### config.mk
export PLATFORM = sky130hd
export DESIGN_NAME = cook_timer_flat
export DESIGN_NICKNAME = d
export VERILOG_FILES = /design/src/rtl/cook_timer_if.sv /design/src/rtl/cook_timer.sv /design/src/flat_wrapper.sv
export SDC_FILE = /design/constraint.sdc
export NUM_CORES = 1
export LEC_CHECK = 0
export CORE_ASPECT_RATIO = 1.25
export CORE_UTILIZATION = 35
export CTS_BUF_LIST = sky130_fd_sc_hd__clkbuf_2
export DETAILED_ROUTE_END_ITERATION = 10
export GPL_ROUTABILITY_DRIVEN = 0
export SLEW_MARGIN = 20
export SYNTH_ARGS = -nofsm -noshare
export SYNTH_HDL_FRONTEND = slang
export SYNTH_SLANG_ARGS = --single-unit
### constraint.sdc
create_clock -name clk -period 3.59 [get_ports clk]
set_clock_uncertainty 0.05 [all_clocks]
set_input_delay 0.718 -clock clk [delete_from_list [all_inputs] [get_ports clk]]
set_output_delay 0.718 -clock clk [all_outputs]
set_load 0.01 [all_outputs]
### src/rtl/cook_timer_if.sv
// Keypad, magnetron feedback and display bundle for the cook timer.
// The controller side drives keys and mag_on; the timer drives the time and the status flags.
interface cook_timer_if;
  logic       key_valid;
  logic [3:0] key_digit;
  logic       clearn;
  logic       mag_on;
  logic       timerdone;
  logic       running;
  logic [3:0] min_tens;
  logic [3:0] min_ones;
  logic [3:0] sec_tens;
  logic [3:0] sec_ones;

  modport master (
    output key_valid, key_digit, clearn, mag_on,
    input  timerdone, running, min_tens, min_ones, sec_tens, sec_ones
  );

  modport slave (
    input  key_valid, key_digit, clearn, mag_on,
    output timerdone, running, min_tens, min_ones, sec_tens, sec_ones
  );
endinterface

### src/rtl/cook_timer.sv
// MM:SS BCD countdown timer: keypad entry, one-second prescaler gated by mag_on,
// and status flags decoded from the registered state.
module cook_timer #(
  parameter int TICKS_PER_SEC = 100
) (
  input  logic        clk,
  input  logic        reset,
  cook_timer_if.slave tif
);

  localparam int PW = (TICKS_PER_SEC > 2) ? $clog2(TICKS_PER_SEC) : 1;
  localparam logic [PW-1:0] LAST_TICK = PW'(TICKS_PER_SEC - 1);

  typedef enum logic [2:0] {IDLE, SET, RUN, PAUSE, DONE} state_t;

  state_t        state_reg;
  logic [PW-1:0] prescale_reg;
  logic [3:0]    min_tens_reg, min_ones_reg, sec_tens_reg, sec_ones_reg;

  logic [3:0] dec_mt, dec_mo, dec_st, dec_so;
  logic       dec_zero;
  logic       key_ok;
  logic       entry_nonzero;

  // BCD decrement with borrow across all four digits.
  always_comb begin
    dec_mt = min_tens_reg;
    dec_mo = min_ones_reg;
    dec_st = sec_tens_reg;
    dec_so = sec_ones_reg;
    if (sec_ones_reg != 4'd0) begin
      dec_so = sec_ones_reg - 4'd1;
    end else begin
      dec_so = 4'd9;
      if (sec_tens_reg != 4'd0) begin
        dec_st = sec_tens_reg - 4'd1;
      end else begin
        dec_st = 4'd5;
        if (min_ones_reg != 4'd0) begin
          dec_mo = min_ones_reg - 4'd1;
        end else begin
          dec_mo = 4'd9;
          dec_mt = min_tens_reg - 4'd1;
        end
      end
    end
    dec_zero = ({dec_mt, dec_mo, dec_st, dec_so} == 16'h0000);
  end

  assign key_ok = tif.key_valid && (tif.key_digit <= 4'd9) && !tif.mag_on;

  // After a DONE entry the old digits are all zero, so only the new key matters.
  assign entry_nonzero = (state_reg == DONE) ? (tif.key_digit != 4'd0)
                       : ({min_ones_reg, sec_tens_reg, sec_ones_reg, tif.key_digit} != 16'h0000);

  always_ff @(posedge clk) begin
    if (reset || !tif.clearn) begin
      state_reg    <= IDLE;
      prescale_reg <= '0;
      min_tens_reg <= 4'd0;
      min_ones_reg <= 4'd0;
      sec_tens_reg <= 4'd0;
      sec_ones_reg <= 4'd0;
    end else begin
      case (state_reg)
        IDLE, SET, DONE: begin
          if (key_ok) begin
            if (state_reg == DONE) begin
              min_tens_reg <= 4'd0;
              min_ones_reg <= 4'd0;
              sec_tens_reg <= 4'd0;
            end else begin
              min_tens_reg <= min_ones_reg;
              min_ones_reg <= sec_tens_reg;
              sec_tens_reg <= sec_ones_reg;
            end
            sec_ones_reg <= tif.key_digit;
            state_reg    <= entry_nonzero ? SET : IDLE;
          end else if (state_reg == SET && tif.mag_on) begin
            state_reg    <= RUN;
            prescale_reg <= '0;
          end
        end
        RUN: begin
          if (!tif.mag_on) begin
            state_reg <= PAUSE;
          end else if (prescale_reg == LAST_TICK) begin
            prescale_reg <= '0;
            min_tens_reg <= dec_mt;
            min_ones_reg <= dec_mo;
            sec_tens_reg <= dec_st;
            sec_ones_reg <= dec_so;
            if (dec_zero) begin
              state_reg <= DONE;
            end
          end else begin
            prescale_reg <= prescale_reg + PW'(1);
          end
        end
        PAUSE: begin
          if (tif.mag_on) begin
            state_reg <= RUN;
          end
        end
        default: state_reg <= IDLE;
      endcase
    end
  end

  assign tif.timerdone = (state_reg == IDLE) || (state_reg == DONE);
  assign tif.running   = (state_reg == RUN);
  assign tif.min_tens  = min_tens_reg;
  assign tif.min_ones  = min_ones_reg;
  assign tif.sec_tens  = sec_tens_reg;
  assign tif.sec_ones  = sec_ones_reg;

endmodule

### src/flat_wrapper.sv
// flat-port wrapper written by rule: the top's interface ports become plain ports
module cook_timer_flat 
#(
  parameter int TICKS_PER_SEC = 100
)
  (clk, reset, tif_key_valid, tif_key_digit, tif_clearn, tif_mag_on, tif_timerdone, tif_running, tif_min_tens, tif_min_ones, tif_sec_tens, tif_sec_ones);
  cook_timer_if tif_i ();
  input  logic clk;
  input  logic reset;
  input wire logic [$bits(tif_i.key_valid)-1:0] tif_key_valid;
  input wire logic [$bits(tif_i.key_digit)-1:0] tif_key_digit;
  input wire logic [$bits(tif_i.clearn)-1:0] tif_clearn;
  input wire logic [$bits(tif_i.mag_on)-1:0] tif_mag_on;
  output wire logic [$bits(tif_i.timerdone)-1:0] tif_timerdone;
  output wire logic [$bits(tif_i.running)-1:0] tif_running;
  output wire logic [$bits(tif_i.min_tens)-1:0] tif_min_tens;
  output wire logic [$bits(tif_i.min_ones)-1:0] tif_min_ones;
  output wire logic [$bits(tif_i.sec_tens)-1:0] tif_sec_tens;
  output wire logic [$bits(tif_i.sec_ones)-1:0] tif_sec_ones;
  assign tif_i.key_valid = tif_key_valid;
  assign tif_i.key_digit = tif_key_digit;
  assign tif_i.clearn = tif_clearn;
  assign tif_i.mag_on = tif_mag_on;
  assign tif_timerdone = tif_i.timerdone;
  assign tif_running = tif_i.running;
  assign tif_min_tens = tif_i.min_tens;
  assign tif_min_ones = tif_i.min_ones;
  assign tif_sec_tens = tif_i.sec_tens;
  assign tif_sec_ones = tif_i.sec_ones;
  cook_timer #(.TICKS_PER_SEC(TICKS_PER_SEC)) u_core (.clk(clk), .reset(reset), .tif(tif_i));
endmodule
==> Word-level counts from Yosys, hierarchy flattened <==
Index checks and enable logic that the tools add are counted.
{ "op_classes": {"add_sub_neg": 5, "magnitude_cmp": 1, "n_eq_ne": 14, "n_mux": 42, "reduce_logical": 19} }
{ "op_table": {"columns": ["operator", "count"], "rows": [
  ["two-way mux 4 bit", 24],
  ["one-hot mux 4 bit (2 select lines)", 4],
  ["two-way mux 7 bit", 4],
  ["two-way mux 3 bit", 6],
  ["zero test 16 bit", 1],
  ["nonzero test 16 bit", 1],
  ["nonzero test 4 bit", 4],
  ["subtractor 4 x 1 -> 4 bit, second input constant", 4],
  ["one-hot mux 7 bit (2 select lines)", 1],
  ["AND reduction 4 bit", 3],
  ["one-hot mux 3 bit (3 select lines)", 1],
  ["adder 7 x 1 -> 7 bit, second input constant", 1],
  ["equality test 7 bit, second input constant", 1],
  ["equality test 3 x 2 -> 1 bit, second input constant", 2],
  ["!= test 2 x 1 -> 1 bit, second input constant", 3],
  ["!= test 2 bit, second input constant", 3],
  ["!= test 3 x 2 -> 1 bit, second input constant", 2],
  ["less-or-equal comparator 4 bit, second input constant", 1],
  ["equality test 3 x 1 -> 1 bit, second input constant", 1],
  ["equality test 3 bit, second input constant", 1],
  ["logical AND 1 bit", 3],
  ["zero test 3 bit", 1],
  ["!= test 3 x 1 -> 1 bit, second input constant", 1],
  ["OR reduction 3 bit", 1],
  ["other kinds (4)", 7]
]} }
{ "totals": {"reg_bits": 26, "in_bits": 9, "out_inout_bits": 18, "elab_cells": 87} }

==> Logic depth before layout (Yosys ltp) <==
Gate-level depths: netlist of the first run.
{ "logic_depth": {"depth_word": 9, "depth_mapped": 9, "depth_no_buf": 6} }

==> Least setup slack after synthesis of the first run <==
OpenSTA, ideal clock, no wires.
{ "synth_path": {"path_type": "register to register", "startpoint": "reg u_core.sec_ones_reg[0] (netlist: u_core.tif.sec_ones[0])", "endpoint": "reg u_core.min_ones_reg[1] (netlist: u_core.tif.min_ones[1])", "setup_ns": 0.123, "t_arrival_ns": 1.999, "required_time_ns": 3.417, "setup_slack_ns": 1.418, "path_stages_with_launch": 8, "n_path_buf": 2, "period_less_slack_ns": 2.172, "cell_sequence": "dfxtp_1 -> buf_6 -> or4_1 -> buf_2 -> nor3_2 -> mux2_1 -> a221oi_1 -> nor2_1"} }
{ "synth_between": {"elab_chain_len": 5} }
{ "synth_rtl": {"columns": ["element", "line", "rtl"], "rows": [
  ["start: declaration", "cook_timer.sv:18", "logic [3:0] min_tens_reg, min_ones_reg, sec_tens_reg, sec_ones_reg;"],
  ["start signal: assignment", "cook_timer.sv:77", "sec_ones_reg <= tif.key_digit;"],
  ["start signal: assignment", "cook_timer.sv:92", "sec_ones_reg <= dec_so;"],
  ["nonzero test 4 bit", "cook_timer.sv:31", "if (sec_ones_reg != 4'd0) begin"],
  ["two-way mux 4 bit", "cook_timer.sv:31", null],
  ["two-way mux 4 bit", "cook_timer.sv:87", "end else if (prescale_reg == LAST_TICK) begin"],
  ["two-way mux 4 bit", "cook_timer.sv:85", "if (!tif.mag_on) begin"],
  ["one-hot mux 4 bit (2 select lines)", "cook_timer.sv:65", "case (state_reg)"],
  ["end signal: assignment", "cook_timer.sv:74", "min_ones_reg <= sec_tens_reg;"],
  ["end signal: assignment", "cook_timer.sv:90", "min_ones_reg <= dec_mo;"],
  ["end: declaration", "cook_timer.sv:18", null]
]} }
Every way passes these cells. The select of a mux whose other input is x is not followed.
A chain may end at the register's enable or synchronous reset.

==> Final worst setup path of the first run <==
{ "layout_path": {"startpoint": "reg u_core.state_reg[1]", "endpoint": "out tif_running"} }
{ "layout_between": {"elab_chain_len": 1} }
{ "layout_rtl": {"columns": ["element", "line", "rtl"], "rows": [
  ["start: declaration", "cook_timer.sv:16", "state_t state_reg;"],
  ["start signal: assignment", "cook_timer.sv:78", "state_reg <= entry_nonzero ? SET : IDLE;"],
  ["equality test 3 x 2 -> 1 bit", "cook_timer.sv:111", "assign tif.running = (state_reg == RUN);"],
  ["end: declaration", "flat_wrapper.sv:15", "output wire logic [$bits(tif_i.running)-1:0] tif_running;"]
]} }
Every way passes these cells.

==> results of run 1 <==
cells in the mapped netlist (2+ instances only):
cell type and n:
inv_1 5, a22oi_1 4, nor4_1 5, nor2_1 25
and2_1 3, mux2_1 2, and3_1 3, o32ai_1 4
a31o_2 2, buf_6 3, a211oi_1 2, nor4b_1 3
nand3_1 9, a22o_1 2, dfxtp_1 26, nand4_1 6
nor2b_1 2, ha_1 2, o21ai_0 20, or4_1 4
nand2_1 15, a221oi_1 2, buf_2 4, o211ai_1 2
a21oi_1 22, mux2i_1 2, xor2_1 6, clkbuf_1 6
nor3_1 3
through the flow:
step / cells / hold slack, ns
4_1_cts: 287 / 0.479
3_3_place_gp: 284 / 0.441
3_5_place_dp: 284 / 0.454
5_1_grt: 287 / 0.499
2_1_floorplan: 213 / 0.421
6_report: 287 / 0.477
critical path, stage by stage, from the launching register on:
cell             delay [ns]
dfxtp_1                0.55
or3b_1                 0.66
clkinv_2               0.30
clkdlybuf4s50_1        0.58
power groups by stage:
stage	registers (mW)	logic (mW)	clock network, mW
2_1_floorplan	0.308	0.0715	0
3_3_place_gp	0.311	0.106	0
3_5_place_dp	0.311	0.105	0
4_1_cts	0.305	0.105	0.117
5_1_grt	0.307	0.116	0.126
6_report	0.305	0.106	0.110
cell families (layout without fill, tap and decap cells):
logic type,after synthesis,count (layout),synth area share [%]
AOI/OAI and AO/OA,67,67,25.9
xor gates and xnor gates,7,7,3.73
muxes,4,4,2.59
DFF,26,26,31.6
and+or+nand+nor,87,87,28.1
adders and majority gates,2,2,1.52
buffers and inverters,20,36,6.54
per-layer routing:
layer  vias to the layer above  part of all wire, %
met5                         -                    0
met4                         0                 0.95
met3                         4                  4.7
met2                        57                   50
met1                       762                   45
li1                        828                    -
area by class of cell:
type,instances,area [um^2],share of cell area [%]
Inverter,6,23.8,1.24
Tap cell,58,72.6,3.79
Multi-Input combinational cell,167,1020,53.1
Timing Repair Buffer,27,268,14.0
Clock buffer,3,15.0,0.783
Sequential cell,26,520,27.2
path summary, 6_finish.rpt:
path	startpoint	to	slack, ns	cells after the start
setup reg to reg	u_core.state_reg[1]	u_core.tif.sec_ones[2]	0.79	6
hold reg to reg	u_core.tif.min_tens[0]	u_core.tif.min_tens[0]	0.48	2
setup / recovery	u_core.state_reg[1]	tif_running	0.37	3
hold / removal	u_core.tif.min_tens[0]	u_core.tif.min_tens[0]	0.48	2
cells in the final DEF, fill, tap and decap left out, drive strengths merged, types with 3 or more instances in the layout:
master         synthesis  layout
clkdlybuf4s50          0      26
dfxtp                 26      26
nor2                  25      25
a21oi                 23      23
o21ai                 20      20
nand2                 15      15
nand3                  9       9
nand4                  6       6
xor2                   6       6
nor4                   6       6
inv                    5       5
or4                    4       4
a22oi                  4       4
o32ai                  4       4
nor3                   4       4
nor4b                  3       3
and2                   3       3
and3                   3       3
clkbuf                 6       3
o211ai                 3       3
==> key figures, run 1 <==
Die
  – Core Box Area: 0.00446 mm^2
  – Row count: 27
  – Die Wd: 63.3 um
  – Full die area: 0.00498 mm^2
  – Initial Util: 36.9%
  – I/O pins: 27
  – Die span in y: 78.7 um

Power
  – Comb power frac: 20.4%
  – Final Power: 0.521 mW
  – Leakage: 0.672 nW
  – Sw frac: 30.6%
  – Sequential Power Share: 58.5%
  – Sw power: 0.160 mW
  – PwrDens: 272 mW/mm^2
  – Peak VDD IR: 0.170 mV
  – Internal: 0.362 mW
  – Clock Power Share: 21.1%

Place
  – Pre-CTS setup slack: 0.842 ns
  – Detailed Place HPWL: 3050 um
  – Port Buf Inserts: 26
  – Cell Area, Placed: 0.00190 mm^2

Logic synthesis
  – Post-Syn Area per Cell: 7.72 um^2
  – Flops & latches, synth: 26
  – Post-synth EDFFs: 0
  – Synth top area share: 31.6%
  – Largest area contributor in the netlist: dfxtp_1
  – Mapped Cells: 213
  – Cell area after synthesis: 0.00165 mm^2
  – Yosys warns: 0
  – Async set-or-reset flop fraction in the synthesized netlist: 0%
  – Distinct cells, synth: 48
  – Register area share after synthesis: 31.6%
  – Syn nets: 224
  – Synth Flop Type: dfxtp_1
  – Top cells by area, synth: dfxtp_1 32%, a21oi_1 6.7%, o21ai_0 6.1%

Clocking
  – CTS tree: built
  – CTS clk-pin slew, worst paths: 0.26 ns
  – Clock sinks: 26
  – CTS Buf Count: 3
  – CTS resizes: 0
  – Post-CTS setup buffer count: 0
  – Max clock buf depth: 2
  – # H-tree levels: 1
  – Clock insertion delay at the later pin of the skew report: 0.36 ns
  – Clock root buffer: clkbuf_2
  – CTS Hold Buffers Added: 0

Cells and area
  – ANT cells: 0
  – Final nets: 242
  – Max FFs per register: 7
  – Final core occ: 43.0%
  – Layout area overhead: 16.5%
  – Fill cell count: 494
  – Fin area: 0.00192 mm^2
  – Layout cells sized above 1: 6.11%

STA
  – Setup TNS: 0 ns
  – Final setup vio count: 0
  – Final worst setup slack: 0.372 ns
  – Final worst path period share: 89.6%
  – RSZ-0062 raised after global routing: no
  – Slew headroom: 54.3%
  – Worst-Margin Slew: 0.683 ns
  – Final hold viol count: 0
  – Fin. max-slew vios: 0
  – Min Tclk post-route: 3.22 ns
  – Fmax: 311 MHz

Global route
  – All-Layer GR Usage: 17.8%
  – Largest net degree at the start of global routing: 19
  – Initial antenna violation count: 0
  – First-pass GRT wire length: 7240 um
  – Number of global-route vias before repair: 1555
  – GRT overflow: 0
  – GRT busiest layer: met2
  – GRT met3 Usage: 2.18%
  – Met1 Resource Use GR: 22.4%
  – M2 GR Usage: 30.5%

Drt
  – DRT antenna net count: 0
  – Initial DRT Pass Iterations: 4
  – Vias: 1651
  – Final wirelength: 4310 um
  – DR vias/cell: 5.75
  – WL per Instance: 15.0 um
  – DRC errors left: 0
  – Initial DRC Count: 166

Flow run
  – # Max-Cap Violations: 0

Worst setup path
  – Data arrival, critical path: 2.45 ns
  – CP Max Fanout: 18
  – Critical path class: flop to primary output
  – Critical Path Start Type: flop
  – Worst Path Required: 2.82 ns
  – Setup crit end kind: primary output

Worst hold path
  – Hold Crit Class: flop to flop

Status
  – Status: completed
No activity file was read; power rests on OpenSTA's default activity.
==> run 2, diff against run 1 <==
--- a/config.mk
+++ b/config.mk
@@ -6,10 +6,11 @@
 export NUM_CORES = 1
 export LEC_CHECK = 0
 export CORE_ASPECT_RATIO = 1.25
-export CORE_UTILIZATION = 35
+export CORE_UTILIZATION = 50
 export CTS_BUF_LIST = sky130_fd_sc_hd__clkbuf_2
 export DETAILED_ROUTE_END_ITERATION = 10
 export GPL_ROUTABILITY_DRIVEN = 0
+export PLACE_DENSITY = 0.76
 export SLEW_MARGIN = 20
 export SYNTH_ARGS = -nofsm -noshare
 export SYNTH_HDL_FRONTEND = slang
==> constraint.sdc (replaced) <==
create_clock -name clk -period 3.6 [get_ports clk]
set_clock_uncertainty 0.05 [all_clocks]
set_input_delay 0.72 -clock clk [delete_from_list [all_inputs] [get_ports clk]]
set_output_delay 0.72 -clock clk [all_outputs]
set_load 0.01 [all_outputs]
==> run 2 against run 1 <==
Against the previous run: cell area shrank 1.4%; clock power shrank 5%; worst setup slack improved by 0.058 ns; critical path depth stayed put; sequential share of layout area grew 0.40 points; die area fell by 29%; critical path type unchanged; largest cell class unchanged; highest routed layer unchanged.
==> key figures, run 2 (synthesized netlist as in run 1, its figures left out) <==
Worst setup path
  – FF-to-FF Start: u_core.state_reg[1]
  – Worst Path Required: 2.83 ns (about the same)
  – Setup crit end kind: primary output
  – CP Max Fanout: 18 (unchanged)
  – R2R Setup Slk: 0.83 ns (+0.04 ns)
  – Critical path class: flop to primary output
  – Data arrival, critical path: 2.40 ns (-0.05 ns)
  – Worst R2R Path Depth: 6 (unchanged)
  – Capturing point of the worst reg2reg path: u_core.tif.sec_ones[2]
  – Critical Path Start Type: flop

STA
  – Setup TNS: 0 ns (unchanged)
  – Fin. max-slew vios: 0 (unchanged)
  – Final worst setup slack: 0.430 ns (+0.0580 ns)
  – RSZ-0062 raised after global routing: no
  – Worst-Margin Slew: 0.681 ns (-0.00247 ns)
  – Fmax: 315 MHz
  – Final setup vio count: 0 (unchanged)
  – Final hold viol count: 0 (unchanged)
  – Slew headroom: 54.2% (-0.12 points)
  – Final worst path period share: 88.1%
  – Min Tclk post-route: 3.17 ns

Clocking
  – Post-CTS setup buffer count: 0 (unchanged)
  – CTS Hold Buffers Added: 0 (unchanged)
  – Clock root buffer: clkbuf_2
  – Clock sinks: 26 (unchanged)
  – CTS tree: built
  – CTS resizes: 0 (unchanged)
  – Max clock buf depth: 2 (unchanged)
  – Clock insertion delay at the later pin of the skew report: 0.35 ns (about the same)
  – CTS Buf Count: 3 (unchanged)
  – # H-tree levels: 1 (unchanged)
  – CTS clk-pin slew, worst paths: 0.22 ns (-0.04 ns)

Place
  – Cell Area, Placed: 0.00187 mm^2 (-1.4%)
  – Port Buf Inserts: 26 (unchanged)
  – Detailed Place HPWL: 3000 um (-1.9%)
  – Pre-CTS setup slack: 0.851 ns (+0.00921 ns)

Worst hold path
  – Hold Crit Class: flop to flop
  – Hold path start: u_core.tif.min_tens[0]
  – Hold Crit Depth: 2 (unchanged)
  – Hold Path Sink: u_core.tif.min_tens[0]

Power
  – Peak VDD IR: 0.171 mV (+0.85%)
  – Leakage: 0.672 nW (unchanged)
  – PwrDens: 273 mW/mm^2 (+0.31%)

Cells and area
  – Layout area overhead: 14.8%
  – Max FFs per register: 7 (unchanged)
  – Most frequent cells in the layout: 26 x clkdlybuf4s50_1, 26 x dfxtp_1, 25 x nor2_1
  – Fill cell count: 285 (-42%)
  – Fin area: 0.00189 mm^2 (-1.4%)
  – Layout cells sized above 1: 6.11% (unchanged)
  – ANT cells: 0 (unchanged)
  – Multi-input gate area: 0.00102 mm^2 (unchanged)
  – Final nets: 242 (unchanged)
  – FF/Latch Area: 520 um^2 (unchanged)

Global route
  – Largest net degree at the start of global routing: 19 (unchanged)
  – GRT overflow: 0 (unchanged)
  – All-Layer GR Usage: 25.7% (+7.9 points)
  – Initial antenna violation count: 0 (unchanged)
  – Number of global-route vias before repair: 1600 (+2.9%)
  – First-pass GRT wire length: 6920 um (-4.4%)

Drt
  – Final wirelength: 4190 um (-2.8%)
  – Vias: 1711 (+3.6%)
  – Initial DRC Count: 105 (-37%)
  – DR vias/cell: 6.46 (+12%)
  – DRT antenna net count: 0 (unchanged)
  – DRC errors left: 0 (unchanged)
  – WL per Instance: 15.8 um (+5.2%)
  – Initial DRT Pass Iterations: 6 (+2)

Die
  – Initial Util: 54.3% (+17 points)
  – I/O pins: 27 (unchanged)
  – Row count: 22 (-19%)
  – Die Wd: 53.3 um (-16%)
  – Core Box Area: 0.00303 mm^2 (-32%)
  – Full die area: 0.00353 mm^2 (-29%)
  – Die span in y: 66.1 um (-16%)

Flow run
  – # Max-Cap Violations: 0 (unchanged)

Status
  – Status: completed
## run 2: how the worst max path moves through the flow
stage,endpoint,from,cells after the start,slack [ns]
final,tif_running,u_core.state_reg[1],3,0.43
after global routing,tif_running,u_core.state_reg[2],3,0.29
after CTS,tif_running,u_core.state_reg[1],3,0.43
after detailed placement,tif_running,u_core.state_reg[1],3,0.85
after global placement,tif_running,u_core.state_reg[1],3,0.91
after floorplan,u_core.tif.min_ones[1],u_core.tif.sec_ones[0],7,1.43
## run 2: power breakdown
| part | switching [mW] | internal [mW] |
|---|---|---|
| registers | 0.0102 | 0.294 |
| logic | 0.0619 | 0.0443 |
| clock network | 0.0827 | 0.0227 |
| total | 0.155 | 0.361 |
## run 2: area by class of cell
class	count	area share, %
clock buffer	3	0.795
multi-input combinational	167	53.8
timing repair buffer	27	14.2
tap	36	2.38
inverter	6	1.26
sequential	26	27.5
## run 2: per-layer routing
metal	wire length, um	global-route usage, %	part of all wire, %	up-vias
li1	-	-	-	825
met1	1730	30.7	41	790
met2	2120	44.8	51	85
met3	262	3.91	6.3	11
met4	77	9.54	1.8	0
met5	0	0	0	-
## run 2: critical path: stages (launching register included)
cell	delay, ns
dfxtp_1	0.52
or3b_1	0.66
clkinv_2	0.30
clkdlybuf4s50_1	0.58
## run 2: metrics by stage
| step | total power, mW | hold slack (ns) | util [%] | instances |
|---|---|---|---|---|
| after global routing | 0.541 | 0.516 | 62.4 | 265 |
| after global placement | 0.411 | 0.443 | 61.9 | 262 |
| after detailed placement | 0.413 | 0.455 | 61.9 | 262 |
| after CTS | 0.515 | 0.487 | 62.4 | 265 |
| after floorplan | 0.379 | 0.421 | - | 213 |
| final | 0.516 | 0.482 | 62.4 | 265 |
==> RTL change 1 (settings of run 1) <==
`TICKS_PER_SEC` is set to 100 in 2 places; all go to 50.
--- a/src/rtl/cook_timer.sv
+++ b/src/rtl/cook_timer.sv
@@ -2,5 +2,5 @@
 // and status flags decoded from the registered state.
 module cook_timer #(
-  parameter int TICKS_PER_SEC = 100
+  parameter int TICKS_PER_SEC = 50
 ) (
   input  logic        clk,
--- a/src/flat_wrapper.sv
+++ b/src/flat_wrapper.sv
@@ -2,5 +2,5 @@
 module cook_timer_flat 
 #(
-  parameter int TICKS_PER_SEC = 100
+  parameter int TICKS_PER_SEC = 50
 )
   (clk, reset, tif_key_valid, tif_key_digit, tif_clearn, tif_mag_on, tif_timerdone, tif_running, tif_min_tens, tif_min_ones, tif_sec_tens, tif_sec_ones);
Function: no difference found for any inputs over 4 cycles, from zero or initial values; that may be too few to reach the edited logic, so the function may still have changed.
==> RTL change 1 against run 1 <==
Routed wire length shrank 1.0%. Power decreased by 9.0%. Synthesized cell count stayed put. Final area grew 1.8%. First-iteration DRC count down 34%. Sequential cell count down 1. Worst setup slack better by 0.30 ns. Area after synthesis rose by 0.84%. Via count fell by 1.2%. Highest routed layer unchanged.
==> RTL change 1: results (changes against run 1) <==
* Synth Area per Inst at 7.789 µm² (+0.84%)
* Clk buf depth at 2 (unchanged)
* Yosys warnings at 0 (unchanged)
* Overall Global Routing Usage at 17.76% (-0.043 points)
* Worst-Margin Slew at 0.8370 ns (+0.1537 ns)
* Area contributors post-synth: dfxtp_1, a21oi_1, o21ai_0, nor2_1, nand2_1
* Diode count at 0 (unchanged)
* Final-layout clock-cell area share at 1.026% (+0.24 points)
* Leak at 0.0006883 µW (+2.4%)
* Drt total wl at 4268 µm (-1.0%)
* Post-Layout Cell Count at 289 (+0.70%)
* Nets at 244 (+0.83%)
* Sequential fraction of the synthesis area at 30.17% (-1.5 points)
* Max Fanout on Critical Path at 13 (-5)
* Status: complete, no violations
* DR iter-0 viols at 109 (-34%)
* Root buf cell: clkbuf_2
* VDD IR max at 111.3 µV (-34%)
* First-pass GRT wire length at 7155 µm (-1.1%)
* Syn nets at 225 (+0.45%)
* Worst skew pair latency at 0.35 ns
* Postcts setup bufs at 0 (unchanged)
* Signal inverters at 7 (+1)
* Number of max-cap violations at 0 (unchanged)
* Max reg flops at 6 (-1)
* H-tree depth at 1 (unchanged)
* Synth unique cells at 56 (+17%)
* CTS Buf Count at 3 (unchanged)
* I/O Buffers at 26 (unchanged)
* Vias in the first global route at 1496 (-3.8%)
* Clock sink total at 25 (-3.8%)
* Layout cells sized above 1 at 9.957% (+3.8 points)
* Signal buffers at 29 (+7.4%)
* Asr flop ratio synth at 0% (unchanged)
* DP Wirelength at 3011 µm (-1.3%)
* # fillers at 471 (-4.7%)
* Sequential cell area share at 25.64% (-1.5 points)
* Reg clk slew, reported paths at 0.25 ns
* Antenna violations before repair at 0 (unchanged)
* Placed instance area at 1932 µm² (+1.6%)
* DR pass1 iterations at 4 (unchanged)
* Multi-input gates at 166 (-0.60%)
* Multi-input gate share of total cell area at 53.78% (+0.71 points)
* Min-delay worst type: register to register
* Most instantiated cells after synthesis: dfxtp_1, a21oi_1, nor2_1
* Place WS at 0.8933 ns (+0.05183 ns)
* Number of vias per cell at 5.647 (-1.8%)
* Post-cts resize count at 0 (unchanged)
* Largest net degree at the start of global routing at 19 (unchanged)
* NonClk Buf Share at 14.49% (+0.52 points)
* Post-route cell area at 1952 µm² (+1.8%)
==> RTL change 1: changes by cell type after synthesis, moves of 3 or more <==
cell	before	now
o32ai_1	4	1
a22oi_1	4	1
nor4b_1	3	0
nor2_1	25	20
nand3_1	9	5
and2_1	3	0
nand2_1	15	18
nand3b_1	0	3
==> RTL change 1: per-layer routing <==
metal	GRT usage (%)	wire (µm)	vias up	part of all wire [%]
met3	2.586	107	4	2.5
met2	28.62	2044	24	48
met1	24.01	2068	776	48
li1	-	-	828	-
met4	5.909	47	0	1.1
met5	0	0	-	0
==> RTL change 1: final timing paths <==
kind / cells after the start / slack [ns] / end / startpoint
worst max register to register: 5 / 1.39 / u_core.state_reg[1]$_SDFFE_PP0P_ / u_core.tif.sec_ones[2]$_SDFFE_PP0P_
worst max-delay path: 3 / 0.67 / tif_running / u_core.state_reg[1]$_SDFFE_PP0P_
worst min-delay path: 2 / 0.49 / u_core.prescale_reg[1]$_SDFFE_PP0P_ / u_core.prescale_reg[1]$_SDFFE_PP0P_
worst min register to register: 2 / 0.49 / u_core.prescale_reg[1]$_SDFFE_PP0P_ / u_core.prescale_reg[1]$_SDFFE_PP0P_
==> RTL change 1: cells by family (layout without fill, tap and decap cells) <==
family	Yosys count	in the layout	synth area share (%)
compound gates	69	69	26.55
xor+xnor	9	9	4.751
fa+ha+maj	3	3	2.263
buf+inv	22	40	6.560
flops	25	25	30.17
mux	1	1	0.6787
simple gates	84	84	29.03
==> RTL change 1: critical path: stages, from the launching register on <==
cell and delay, ns:
dfxtp_1 0.58, or3b_1 0.42, inv_2 0.22, clkdlybuf4s50_1 0.58
==> RTL change 1: power by group <==
part / leakage, µW / switching (µW) / internal [µW]
combinational: 0.000470 / 41.0 / 32.6
clock: 0.0000164 / 89.0 / 25.3
sequential: 0.000202 / 5.37 / 281
==> RTL change 2 (config.mk and constraints of run 1) <==
Made on the original files. Encoding of `state_t`: now Gray code (3 bits for 5 states).
--- a/src/rtl/cook_timer.sv
+++ b/src/rtl/cook_timer.sv
@@ -12,5 +12,5 @@
   localparam logic [PW-1:0] LAST_TICK = PW'(TICKS_PER_SEC - 1);
 
-  typedef enum logic [2:0] {IDLE, SET, RUN, PAUSE, DONE} state_t;
+  typedef enum logic [2:0] {IDLE = 3'b000, SET = 3'b001, RUN = 3'b011, PAUSE = 3'b010, DONE = 3'b110} state_t;
 
   state_t        state_reg;
Formal check against the unedited RTL: no difference found for any inputs over 4 cycles, from zero or initial values; so few cycles prove little.
==> RTL change 2 against run 1 <==
Sequential cell count stayed put. Core utilization is 1.8 points higher. Worst setup slack better by 0.15 ns. Final area is 3.5% higher. Area after synthesis is 0.99% lower. Routed wire length is 1.4% lower. Power is 10% higher. Die area is 0.96% lower.
==> RTL change 2: results (changes against run 1) <==
* Status: complete, no violations
* Signal buffers at 30 (+11%)
* Placed instance area at 1938 µm² (+1.9%)
* Worst R2R End: u_core.tif.sec_ones[3]$_SDFFE_PP0P_
* DR iter-0 viols at 160 (-3.6%)
* Signal inverters at 4 (-2)
* VDD IR max at 154.4 µV (-9.0%)
* Postcts setup bufs at 0 (unchanged)
* Worst Hold Margin at 0.4980 ns (+0.02104 ns)
* Layout cells sized above 1 at 6.009% (-0.10 points)
* Worst-Margin Slew at 0.8511 ns (+0.1677 ns)
* Reg clk slew, reported paths at 0.27 ns
* HP Start: u_core.prescale_reg[1]$_SDFFE_PP0P_
* R2R cell count at 8 (+2)
* Hold Path Sink: u_core.prescale_reg[1]$_SDFFE_PP0P_
* Psw at 149.1 µW (-6.6%)
* First-pass GRT wire length at 7293 µm (+0.76%)
* Vias in the first global route at 1550 (-0.32%)
* Final-layout clock-cell area share at 2.271% (+1.5 points)
* Nets at 245 (+1.2%)
* Sequential fraction of the synthesis area at 31.95% (+0.32 points)
* Max Fanout on Critical Path at 17 (-1)
* Leak at 0.0006637 µW (-1.2%)
* Area grow syn2layout at 21.74%
* Critical path's top delay family: buffers and inverters
* Multi-input gates at 169 (+1.2%)
* Worst skew pair latency at 0.37 ns
* Clk buf depth at 2 (unchanged)
* DR pass1 iterations at 4 (unchanged)
* DP Wirelength at 2986 µm (-2.2%)
* Largest net degree at the start of global routing at 18 (-1)
* # fillers at 463 (-6.3%)
* Total Power at 573.5 µW (+10%)
* Synth unique cells at 52 (+8.3%)
* Worst endpoint data arrival time at 2.30 ns (-0.15 ns)
* Sequential cell area share at 26.25% (-0.91 points)
* Most instantiated cells after synthesis: dfxtp_1, nor2_1, a21oi_1, nand2_1, o21ai_0
* Seq Cell Count at 26 (unchanged)
* Syn nets at 223 (-0.45%)
* Drt total wl at 4252 µm (-1.4%)
* CP startpoint: u_core.state_reg[0]$_SDFFE_PP0P_
* WL/cell at 14.61 µm (-2.7%)
* Area contributors post-synth: dfxtp_1, a21oi_1, o21ai_0, nor2_1, nand2_1
* Number of vias per cell at 5.577 (-3.0%)
* Multi-input gate share of total cell area at 52.43% (-0.64 points)
* Fmax at 0.3258 GHz (+4.8%)
* Cells after Synth at 212 (-0.47%)
* Place WS at 0.7740 ns (-0.06748 ns)
* Worst path slowest cell: dfxtp_1
* Power share of the sequential group at 52.5% (-6.0 points)
* Comb power frac at 13.7% (-6.7 points)
* Multi-input gate area at 1040 µm² (+2.2%)
* NonClk Buf Share at 14.64% (+0.67 points)
* Reg-to-reg setup timing slack at 0.95 ns (+0.16 ns)
* Overall Global Routing Usage at 18.28% (+0.48 points)
-- RTL change 2: cell count changes in the layout (fill, tap and decap cells not counted), moves of 3 or more --
cell | before | now
xnor2_1 | 1 | 5
o211ai_1 | 2 | 5
nor4_1 | 5 | 2
o32ai_1 | 4 | 1
nand3_1 | 9 | 6
nand4_1 | 6 | 0
nand2_1 | 15 | 21
nor3_1 | 3 | 6
a32oi_1 | 0 | 3
or4_1 | 4 | 1
buf_4 | 1 | 4
-- RTL change 2: cell families after synthesis --
logic type | Yosys count | share of synthesized area, %
buffers and inverters | 17 | 4.224
adders and majority gates | 2 | 1.536
DFF | 26 | 31.95
muxes | 1 | 0.6145
AOI/OAI and AO/OA | 73 | 28.57
xor gates and xnor gates | 9 | 4.838
and+or+nand+nor | 84 | 28.27
-- RTL change 2: per-layer routing --
metal	global-route usage [%]	vias to the layer above	wire length (µm)
met5	0	-	0
met4	5.814	0	44
met3	2.762	4	162
met2	32.69	48	2019
met1	22.05	745	2025
li1	-	826	-
